## config.mk

```make
export PLATFORM = sky130hd
export DESIGN_NAME = fetch_unit_flat
export DESIGN_NICKNAME = d
export VERILOG_FILES = /design/src/rtl/fetch_unit_if.sv /design/src/rtl/fetch_unit.sv /design/src/flat_wrapper.sv
export SDC_FILE = /design/constraint.sdc
export NUM_CORES = 1
export LEC_CHECK = 0
export ABC_CLOCK_PERIOD_IN_PS = 4300
export CELL_PAD_IN_SITES_DETAIL_PLACEMENT = 0
export CELL_PAD_IN_SITES_GLOBAL_PLACEMENT = 1
export CORE_MARGIN = 2
export CORE_UTILIZATION = 49
export DETAILED_ROUTE_END_ITERATION = 12
export DONT_BUFFER_PORTS = 1
export PLACE_DENSITY = 0.77
export SLEW_MARGIN = 20
export SYNTH_ARGS = -nofsm -noshare
export SYNTH_HDL_FRONTEND = slang
export SYNTH_SLANG_ARGS = --single-unit
export TNS_END_PERCENT = 1
```

## constraint.sdc

```tcl
create_clock -name clk -period 4.3 [get_ports clk]
set_clock_uncertainty 0.15 [all_clocks]
set_input_delay 0.43 -clock clk [delete_from_list [all_inputs] [get_ports clk]]
set_output_delay 0.43 -clock clk [all_outputs]
set_load 0.02 [all_outputs]
```

## src/rtl/fetch_unit_if.sv

```systemverilog
// fetch_unit_if: instruction-memory request/response bus between the fetch stage
// (master) and the instruction memory (slave). One request outstanding at a time.
interface fetch_unit_if #(
   parameter int unsigned PC_W  = 9,
   parameter int unsigned INS_W = 32
);
   logic             imem_req;
   logic [PC_W-1:0]  imem_addr;
   logic             imem_ready;
   logic             imem_rvalid;
   logic [INS_W-1:0] imem_rdata;

   modport master (
      output imem_req,
      output imem_addr,
      input  imem_ready,
      input  imem_rvalid,
      input  imem_rdata
   );

   modport slave (
      input  imem_req,
      input  imem_addr,
      output imem_ready,
      output imem_rvalid,
      output imem_rdata
   );
endinterface

```

## src/rtl/fetch_unit.sv

```systemverilog
// fetch_unit: instruction-fetch stage. Holds the PC, issues one instruction-memory
// request at a time and delivers instructions through a registered IF/ID slot with
// stall, flush and branch-redirect control.
// Optional feature macro: FETCH_MISALIGN_CHECK_EN (sticky misaligned-redirect flag).
module fetch_unit #(
   parameter int unsigned PC_W  = 9,
   parameter int unsigned INS_W = 32
) (
   input  logic              clk,
   input  logic              reset,
   input  logic              stall,
   input  logic              PcSel,
   input  logic [31:0]       BrPC,
   fetch_unit_if.master      imem,
   output logic              if_valid,
   output logic [PC_W-1:0]   if_pc,
   output logic [INS_W-1:0]  if_instr,
   output logic              fetch_misalign
);

   typedef enum logic [1:0] {StFetch, StWait, StHold} state_e;

   state_e           state_q;
   logic [PC_W-1:0]  pc_q;
   logic [PC_W-1:0]  req_pc_q;
   logic             drop_q;
   logic [PC_W-1:0]  hb_pc_q;
   logic [INS_W-1:0] hb_instr_q;
   logic             if_valid_q;
   logic [PC_W-1:0]  if_pc_q;
   logic [INS_W-1:0] if_instr_q;

   logic             accept;
   logic             slot_free;
   logic [PC_W-1:0]  br_target;
   logic             unused_br;

   assign br_target = {BrPC[PC_W-1:2], 2'b00};
   assign unused_br = ^{BrPC[31:PC_W], BrPC[1:0]};

   // Moore request: only the state and reset matter, never same-cycle inputs
   assign imem.imem_req  = (state_q == StFetch) && !reset;
   assign imem.imem_addr = pc_q;

   assign accept    = imem.imem_req && imem.imem_ready;
   assign slot_free = !if_valid_q || !stall;

   // FSM, PC, hold buffer and IF/ID slot; a redirect overrides stall and every transition
   always_ff @(posedge clk or posedge reset) begin
      if (reset) begin
         state_q    <= StFetch;
         pc_q       <= '0;
         req_pc_q   <= '0;
         drop_q     <= 1'b0;
         hb_pc_q    <= '0;
         hb_instr_q <= '0;
         if_valid_q <= 1'b0;
         if_pc_q    <= '0;
         if_instr_q <= '0;
      end else if (PcSel) begin
         pc_q       <= br_target;
         if_valid_q <= 1'b0;
         unique case (state_q)
            StFetch: begin
               // The stale request still goes out; its response must be dropped
               if (accept) begin
                  state_q  <= StWait;
                  req_pc_q <= pc_q;
                  drop_q   <= 1'b1;
               end
            end
            StWait: begin
               if (imem.imem_rvalid) begin
                  state_q <= StFetch;
                  drop_q  <= 1'b0;
               end else begin
                  drop_q <= 1'b1;
               end
            end
            StHold:  state_q <= StFetch;
            default: state_q <= StFetch;
         endcase
      end else begin
         // Slot is consumed when not stalled; a load below overrides this
         if (!stall) begin
            if_valid_q <= 1'b0;
         end
         unique case (state_q)
            StFetch: begin
               if (accept) begin
                  state_q  <= StWait;
                  req_pc_q <= pc_q;
               end
            end
            StWait: begin
               if (imem.imem_rvalid) begin
                  if (drop_q) begin
                     drop_q  <= 1'b0;
                     state_q <= StFetch;
                  end else if (slot_free) begin
                     if_valid_q <= 1'b1;
                     if_pc_q    <= req_pc_q;
                     if_instr_q <= imem.imem_rdata;
                     pc_q       <= req_pc_q + PC_W'(4);
                     state_q    <= StFetch;
                  end else begin
                     hb_pc_q    <= req_pc_q;
                     hb_instr_q <= imem.imem_rdata;
                     state_q    <= StHold;
                  end
               end
            end
            StHold: begin
               if (!stall) begin
                  if_valid_q <= 1'b1;
                  if_pc_q    <= hb_pc_q;
                  if_instr_q <= hb_instr_q;
                  pc_q       <= hb_pc_q + PC_W'(4);
                  state_q    <= StFetch;
               end
            end
            default: state_q <= StFetch;
         endcase
      end
   end

`ifdef FETCH_MISALIGN_CHECK_EN
   logic misalign_q;

   // Sticky flag: any redirect to a non-word-aligned target, cleared only by reset
   always_ff @(posedge clk or posedge reset) begin
      if (reset) begin
         misalign_q <= 1'b0;
      end else if (PcSel && (BrPC[1:0] != 2'b00)) begin
         misalign_q <= 1'b1;
      end
   end

   assign fetch_misalign = misalign_q;
`else
   assign fetch_misalign = 1'b0;
`endif

   assign if_valid = if_valid_q;
   assign if_pc    = if_pc_q;
   assign if_instr = if_instr_q;

endmodule

```

## src/flat_wrapper.sv

```systemverilog
// flat-port wrapper written by rule: the top's interface ports become plain ports
module fetch_unit_flat 
#(
   parameter int unsigned PC_W  = 9,
   parameter int unsigned INS_W = 32
)
  (clk, reset, stall, PcSel, BrPC, if_valid, if_pc, if_instr, fetch_misalign, imem_imem_req, imem_imem_addr, imem_imem_ready, imem_imem_rvalid, imem_imem_rdata);
  fetch_unit_if #(.PC_W(PC_W), .INS_W(INS_W)) imem_i ();
  input  logic clk;
  input  logic reset;
  input  logic stall;
  input  logic PcSel;
  input  logic [31:0] BrPC;
  output logic if_valid;
  output logic [PC_W-1:0] if_pc;
  output logic [INS_W-1:0] if_instr;
  output logic fetch_misalign;
  output wire logic [$bits(imem_i.imem_req)-1:0] imem_imem_req;
  output wire logic [$bits(imem_i.imem_addr)-1:0] imem_imem_addr;
  input wire logic [$bits(imem_i.imem_ready)-1:0] imem_imem_ready;
  input wire logic [$bits(imem_i.imem_rvalid)-1:0] imem_imem_rvalid;
  input wire logic [$bits(imem_i.imem_rdata)-1:0] imem_imem_rdata;
  assign imem_imem_req = imem_i.imem_req;
  assign imem_imem_addr = imem_i.imem_addr;
  assign imem_i.imem_ready = imem_imem_ready;
  assign imem_i.imem_rvalid = imem_imem_rvalid;
  assign imem_i.imem_rdata = imem_imem_rdata;
  fetch_unit #(.PC_W(PC_W), .INS_W(INS_W)) u_core (.clk(clk), .reset(reset), .stall(stall), .PcSel(PcSel), .BrPC(BrPC), .imem(imem_i), .if_valid(if_valid), .if_pc(if_pc), .if_instr(if_instr), .fetch_misalign(fetch_misalign));
endmodule
```

==> results of run 1 <==
report_power, final:
group	total [W]	switching, W	leakage, nW	internal, W
Combinational	0.000592	0.000309	0.911	0.000283
Sequential	0.00176	0.000483	1.36	0.00128
Clock	0.000591	0.000330	0.0958	0.000261
synth_stat cells:
cell	number	area, um2
mux2_4	41	615.6
mux2i_1	42	420.4
and2b_1	1	7.510
nand4b_1	1	8.760
nand4_1	3	18.77
a22oi_1	2	15.01
conb_1	1	3.750
and2_1	1	6.260
o21ai_0	47	235.2
nor2b_1	2	12.51
xor2_1	2	17.52
a221oi_1	1	8.760
buf_4	3	22.52
nand3_1	3	15.01
nand2_1	48	180.2
a22o_1	1	8.760
o211ai_1	1	7.510
clkbuf_1	4	15.01
nor4b_1	1	8.760
and3b_1	1	8.760
dfrtp_1	104	2603
inv_1	8	30.03
buf_6	6	67.56
a211oi_1	4	30.03
nand3b_1	3	22.52
ha_1	4	50.05
o21ai_1	1	5.000
o221ai_1	2	17.52
and3_1	1	6.260
a31o_2	1	8.760
a22o_4	1	17.52
a2111oi_2	1	15.01
buf_2	12	60.06
nor2_1	6	22.52
a21oi_1	3	15.01
xnor2_1	2	17.52
a41oi_1	1	8.760
o22a_1	1	8.760
or2_1	1	6.260
mux2_2	14	157.7
state kept, by name, indices dropped and copies added, names as in the netlist:
signal	cells
u_core.req_pc_q	9
u_core.if_pc	9
u_core.state_q	2
u_core.imem.imem_addr	9
u_core.hb_instr_q	32
u_core.drop_q	1
u_core.if_instr	32
u_core.if_valid	1
u_core.hb_pc_q	9
stage by stage:
step,utilization [%],setup slack (ns)
final,52.67,1.303
after global placement,50.43,1.312
after CTS,52.54,1.265
after floorplan,-,0.9878
after global routing,52.67,1.122
after detailed placement,50.43,1.291
worst max path at each step:
| stage | end | slack [ns] | cells past startpoint |
|---|---|---|---|
| 3_5_place_dp | u_core.imem.imem_addr[4] | 1.29 | 8 |
| 2_1_floorplan | u_core.drop_q | 0.99 | 1 |
| 6_report | u_core.imem.imem_addr[4] | 1.30 | 8 |
| 5_1_grt | u_core.imem.imem_addr[4] | 1.12 | 8 |
| 4_1_cts | u_core.imem.imem_addr[4] | 1.27 | 8 |
| 3_3_place_gp | u_core.imem.imem_addr[4] | 1.31 | 8 |
worst max-delay path: stages (launching register included):
cell     delay, ns
dfrtp_1       0.41
inv_1         0.09
ha_2          0.63
mux2i_1       0.50
inv_1         0.14
ha_1          0.28
xnor2_1       0.16
mux2_4        0.27
mux2_2        0.25
per-layer routing:
layer | vias to the layer above | global-route usage, %
li1 | 1318 | -
met2 | 69 | 27.27
met3 | 10 | 5.559
met4 | 0 | 6.781
met5 | - | 0
met1 | 1361 | 24.88
final cells by class:
cell class                 count  area, um2
clock buffer                  13      168.9
clock inverter                 3      25.02
fill                         850       4562
inverter                       8      35.03
multi-input combinational    245       2029
sequential                   104       2603
tap                          133      166.4
timing repair buffer           6      50.05
kinds of logic after synthesis:
group | share of synthesized area, %
fa+ha+maj | 1.041
simple gates | 6.743
mux | 24.84
buf+inv | 4.061
other cells | 0.07803
xor+xnor | 0.7291
flops | 54.15
compound gates | 8.357
==> out/qor.txt, run 1 <==
status: finished clean
total grt overflow: 0
met3 wire length: 620 um
relative slew slack: 49.78%
Via density: 5.387
Post-CTS Setup Repair Bufs: 0
Routed WL: 9179 um
Root Buffer: clkbuf_8
Slew Viols, Final: 0
Tot Pwr: 0.002941 W
WL/cell: 17.93 um
Final Hold Vio Count: 0
placed inst area: 0.004861 mm2
PortBufs: 0
Synth Net Count: 456
nets@finish: 448
Post-CTS Hold Fix Bufs: 1
RR Endpoint: u_core.imem.imem_addr[4]
number of cells produced by synthesis: 382
PwrDens: 579.3 mW/mm2
Seq/Total Area, Yosys: 54.15%
vias in the first global route: 2,770
Met2 Routed Length: 4356 um
CTS resizes: 0
placed cell count: 494
Cell Area, Synth: 0.004806 mm2
antenna violations before repair: 0
first-pass GRT wire length: 14,470 um
Worst Path Required: 4.40 ns
Fin Setup TNS: 0 ns
RSZ-0062 raised after global routing: false
Max Fclk: 0.3337 GHz
Met1 Routed Length: 4098 um
Max Cap Viol: 0
CP Capture Type: flip-flop
largest net degree at the start of global routing: 84
Reg clk slew, reported paths: 0.09 ns
worst r2r src: u_core.state_q[0]
top sig layer: met4
critical path fanouts, max: 26
CTS tree: yes
DRC: 0
share of cells above drive strength 1: 21.37%
row count: 36
Setup CP Type: reg2reg
DRT Pass-1 Iters: 4
I/O pin total: 123
Netlist cell types: 40
CORE AREA: 0.009639 mm2
min Tclk post-route: 2.997 ns
Final HPWL DP: 5885 um
flop and latch count out of synthesis: 104
worst-case reg-to-reg path depth: 8
WHS Endpoint: u_core.imem.imem_addr[3]
Detailed Route Iter0 Violations: 92
LEAKAGE: 2.368 nW
routability cong.: 0.7397
Finish-stage setup viols: 0
clk_lat worst skew: 0.36 ns
post-route ant nets: 0
Critical path origin: u_core.state_q[0]
Slew @ Worst Pin: 0.7533 ns
commonest non-fill, non-tap cell in the layout: dfrtp_1
GRT Overall Usage: 18.15%
H-tree depth: 3
die area: 0.01062 mm2
Arr. time, crit path: 3.10 ns
Syn Area/Cell: 12.58 um2
Worst Hold Class: in2reg
Clock Sinks: 104
Die Wd: 103.0 um
via count: 2,758
number of CTS-inserted buffers: 9
Starting Density: 49.86%
maximum vdd drop: 0.0002996 V
Tcrit/Tclk final: 69.70%
crit start category: flip-flop
Worst Hold Path Cells: 1
Hold WS: 0.02632 ns
commonest cells after routing, fill and taps aside: dfrtp_1 (104), nand2_1 (48), o21ai_0 (47)
Ys Warns: 0
Clock Path Buffers: 2
R2R setup slack: 1.30 ns
Finished Layout Cells: 512
Inserted Diodes: 0
Hold Startpoint: PcSel
Die Y: 103.0 um
Area Overhead vs Synth: 5.650%
finished layout cell area: 0.005077 mm2
Power figures use the tool's default switching activity.
==> run 2, diff against run 1 <==
--- a/config.mk
+++ b/config.mk
@@ -5,14 +5,14 @@
 export SDC_FILE = /design/constraint.sdc
 export NUM_CORES = 1
 export LEC_CHECK = 0
-export ABC_CLOCK_PERIOD_IN_PS = 4300
+export ABC_CLOCK_PERIOD_IN_PS = 2600
 export CELL_PAD_IN_SITES_DETAIL_PLACEMENT = 0
 export CELL_PAD_IN_SITES_GLOBAL_PLACEMENT = 1
 export CORE_MARGIN = 2
-export CORE_UTILIZATION = 49
+export CORE_UTILIZATION = 45
 export DETAILED_ROUTE_END_ITERATION = 12
 export DONT_BUFFER_PORTS = 1
-export PLACE_DENSITY = 0.77
+export PLACE_DENSITY = 0.74
 export SLEW_MARGIN = 20
 export SYNTH_ARGS = -nofsm -noshare
 export SYNTH_HDL_FRONTEND = slang
==> constraint.sdc (replaced) <==
create_clock -name clk -period 2.6 [get_ports clk]
set_clock_uncertainty 0.15 [all_clocks]
set_input_delay 0.26 -clock clk [delete_from_list [all_inputs] [get_ports clk]]
set_output_delay 0.26 -clock clk [all_outputs]
set_load 0.02 [all_outputs]
==> out/qor.txt, run 2 (same netlist as run 1, synthesis figures left out) <==
Arr. time, crit path: 2.52 ns (was 3.10 ns)
Final HPWL DP: 6053 um (was 5885 um)
Finished Layout Cells: 558 (was 512)
GRT Overall Usage: 17.69% (was 18.15%)
placed inst area: 0.004938 mm2 (was 0.004861 mm2)
clk_lat worst skew: 0.37 ns (was 0.36 ns)
LEAKAGE: 2.573 nW (was 2.368 nW)
Detailed Route Iter0 Violations: 137 (was 92)
RSZ-0062 raised after global routing: false (unchanged)
Routed WL: 9707 um (was 9179 um)
DRC: 0 (unchanged)
Finish-stage setup viols: 0 (unchanged)
commonest non-fill, non-tap cell in the layout: dfrtp_1 (unchanged)
WL/cell: 17.40 um (was 17.93 um)
Area Overhead vs Synth: 15.93% (was 5.650%)
Reg clk slew, reported paths: 0.10 ns (was 0.09 ns)
Tot Pwr: 0.005015 W (was 0.002941 W)
placed cell count: 500 (was 494)
min Tclk post-route: 2.412 ns (was 2.997 ns)
Clock Sinks: 104 (unchanged)
relative slew slack: 43.63% (was 49.78%)
antenna violations before repair: 0 (unchanged)
Setup CP Type: reg2reg (unchanged)
Worst Hold Path Cells: 3 (was 1)
via count: 2,968 (was 2,758)
Die Wd: 107.3 um (was 103.0 um)
Slew Viols, Final: 0 (unchanged)
I/O pin total: 123 (unchanged)
CTS tree: yes (unchanged)
die area: 0.01152 mm2 (was 0.01062 mm2)
total grt overflow: 0 (unchanged)
Fin Setup TNS: 0 ns (unchanged)
Worst Hold Class: in2reg (unchanged)
finished layout cell area: 0.005572 mm2 (was 0.005077 mm2)
share of cells above drive strength 1: 20.38% (was 21.37%)
post-route ant nets: 0 (unchanged)
status: finished clean (unchanged)
Final Hold Vio Count: 0 (unchanged)
PortBufs: 0 (unchanged)
CORE AREA: 0.01037 mm2 (was 0.009639 mm2)
Die Y: 107.3 um (was 103.0 um)
CP Capture Type: flip-flop (unchanged)
routability cong.: 0.7817 (was 0.7397)
PwrDens: 900.2 mW/mm2 (was 579.3 mW/mm2)
crit start category: flip-flop (unchanged)
Slew @ Worst Pin: 0.8437 ns (was 0.7533 ns)
Clock Path Buffers: 2 (unchanged)
worst-case reg-to-reg path depth: 8 (unchanged)
Inserted Diodes: 0 (unchanged)
Max Fclk: 0.4147 GHz (was 0.3337 GHz)
DRT Pass-1 Iters: 4 (unchanged)
row count: 37 (was 36)
nets@finish: 491 (was 448)
number of CTS-inserted buffers: 9 (unchanged)
Hold WS: 0.02849 ns (was 0.02632 ns)
vias in the first global route: 3,088 (was 2,770)
Starting Density: 46.34% (was 49.86%)
largest net degree at the start of global routing: 84 (unchanged)
critical path fanouts, max: 4 (was 26)
Root Buffer: clkbuf_8 (unchanged)
Tcrit/Tclk final: 92.75% (was 69.70%)
Max Cap Viol: 0 (unchanged)
Via density: 5.319 (was 5.387)
H-tree depth: 3 (unchanged)
commonest cells after routing, fill and taps aside: dfrtp_1 (104), nand2_1 (48), o21ai_0 (47) (unchanged)
Worst Path Required: 2.71 ns (was 4.40 ns)
first-pass GRT wire length: 15,990 um (was 14,470 um)
maximum vdd drop: 0.0003957 V (was 0.0002996 V)
==> run 2: changes by cell type in the layout (fill, tap and decap cells not counted), sizes merged <==
cell,previous run,this run
buf,4,7
bufinv,0,1
clkbuf,13,11
clkinv,2,3
clkinvlp,1,2
dlygate4sd3,2,42
inv,8,7
==> run 2: worst paths after layout <==
check	start	slack [ns]	to
setup reg to reg	u_core.state_q[0]	0.19	u_core.imem.imem_addr[4]
setup / recovery	u_core.state_q[0]	0.19	u_core.imem.imem_addr[4]
max in group asynchronous	reset	1.29	u_core.if_instr[28]
min in group asynchronous	reset	0.37	u_core.drop_q
hold / removal	stall	0.03	u_core.if_valid
hold reg to reg	u_core.hb_instr_q[22]	0.37	u_core.hb_instr_q[22]
==> run 2: worst max-delay path: stages, from the launching register on <==
cell,delay [ns]
dfrtp_1,0.41
inv_1,0.10
ha_2,0.24
mux2i_1,0.35
inv_1,0.13
ha_1,0.25
xnor2_1,0.15
mux2_4,0.27
mux2_2,0.25
==> run 2: what timing repair did <==
item / CTS / global route
hold endpoints to repair: 107 / 0
hold buffers: 42 / 0
resized for setup: 0 / 3
setup buffers: 0 / 0
endpoints found under the setup margin: 0 / 11
==> run 2: per-stage QoR <==
step                worst slack (ns)  utilization, %
global placement              0.1987           47.62
global route                 0.09422           53.73
floorplan                     0.3275               -
finish                        0.1884           53.73
CTS                           0.1068           53.58
detailed placement            0.1465           47.62
==> run 2: final cells by class <==
class	count	area [um2]
clock buffer	11	141.4
clock inverter	5	56.30
fill	901	4798
inverter	8	33.78
multi-input combinational	245	2041
sequential	104	2603
tap	136	170.2
timing repair buffer	49	526.8
==> run 2: report_power, final <==
group | switching (W) | internal [W] | leakage [nW]
Combinational | 0.000544 | 0.000530 | 1.11
Clock | 0.000552 | 0.000471 | 0.0993
Sequential | 0.000811 | 0.00211 | 1.36
==> run 2: routing by layer <==
layer  wire, um  global-route usage [%]  vias to the layer above  part of all wire (%)
met3        615                   5.266                       12                   6.3
li1           -                       -                     1402                     -
met1       4401                   23.41                     1482                    45
met5          0                       0                        -                     0
met4        122                   5.952                        0                   1.3
met2       4567                   27.85                       72                    47
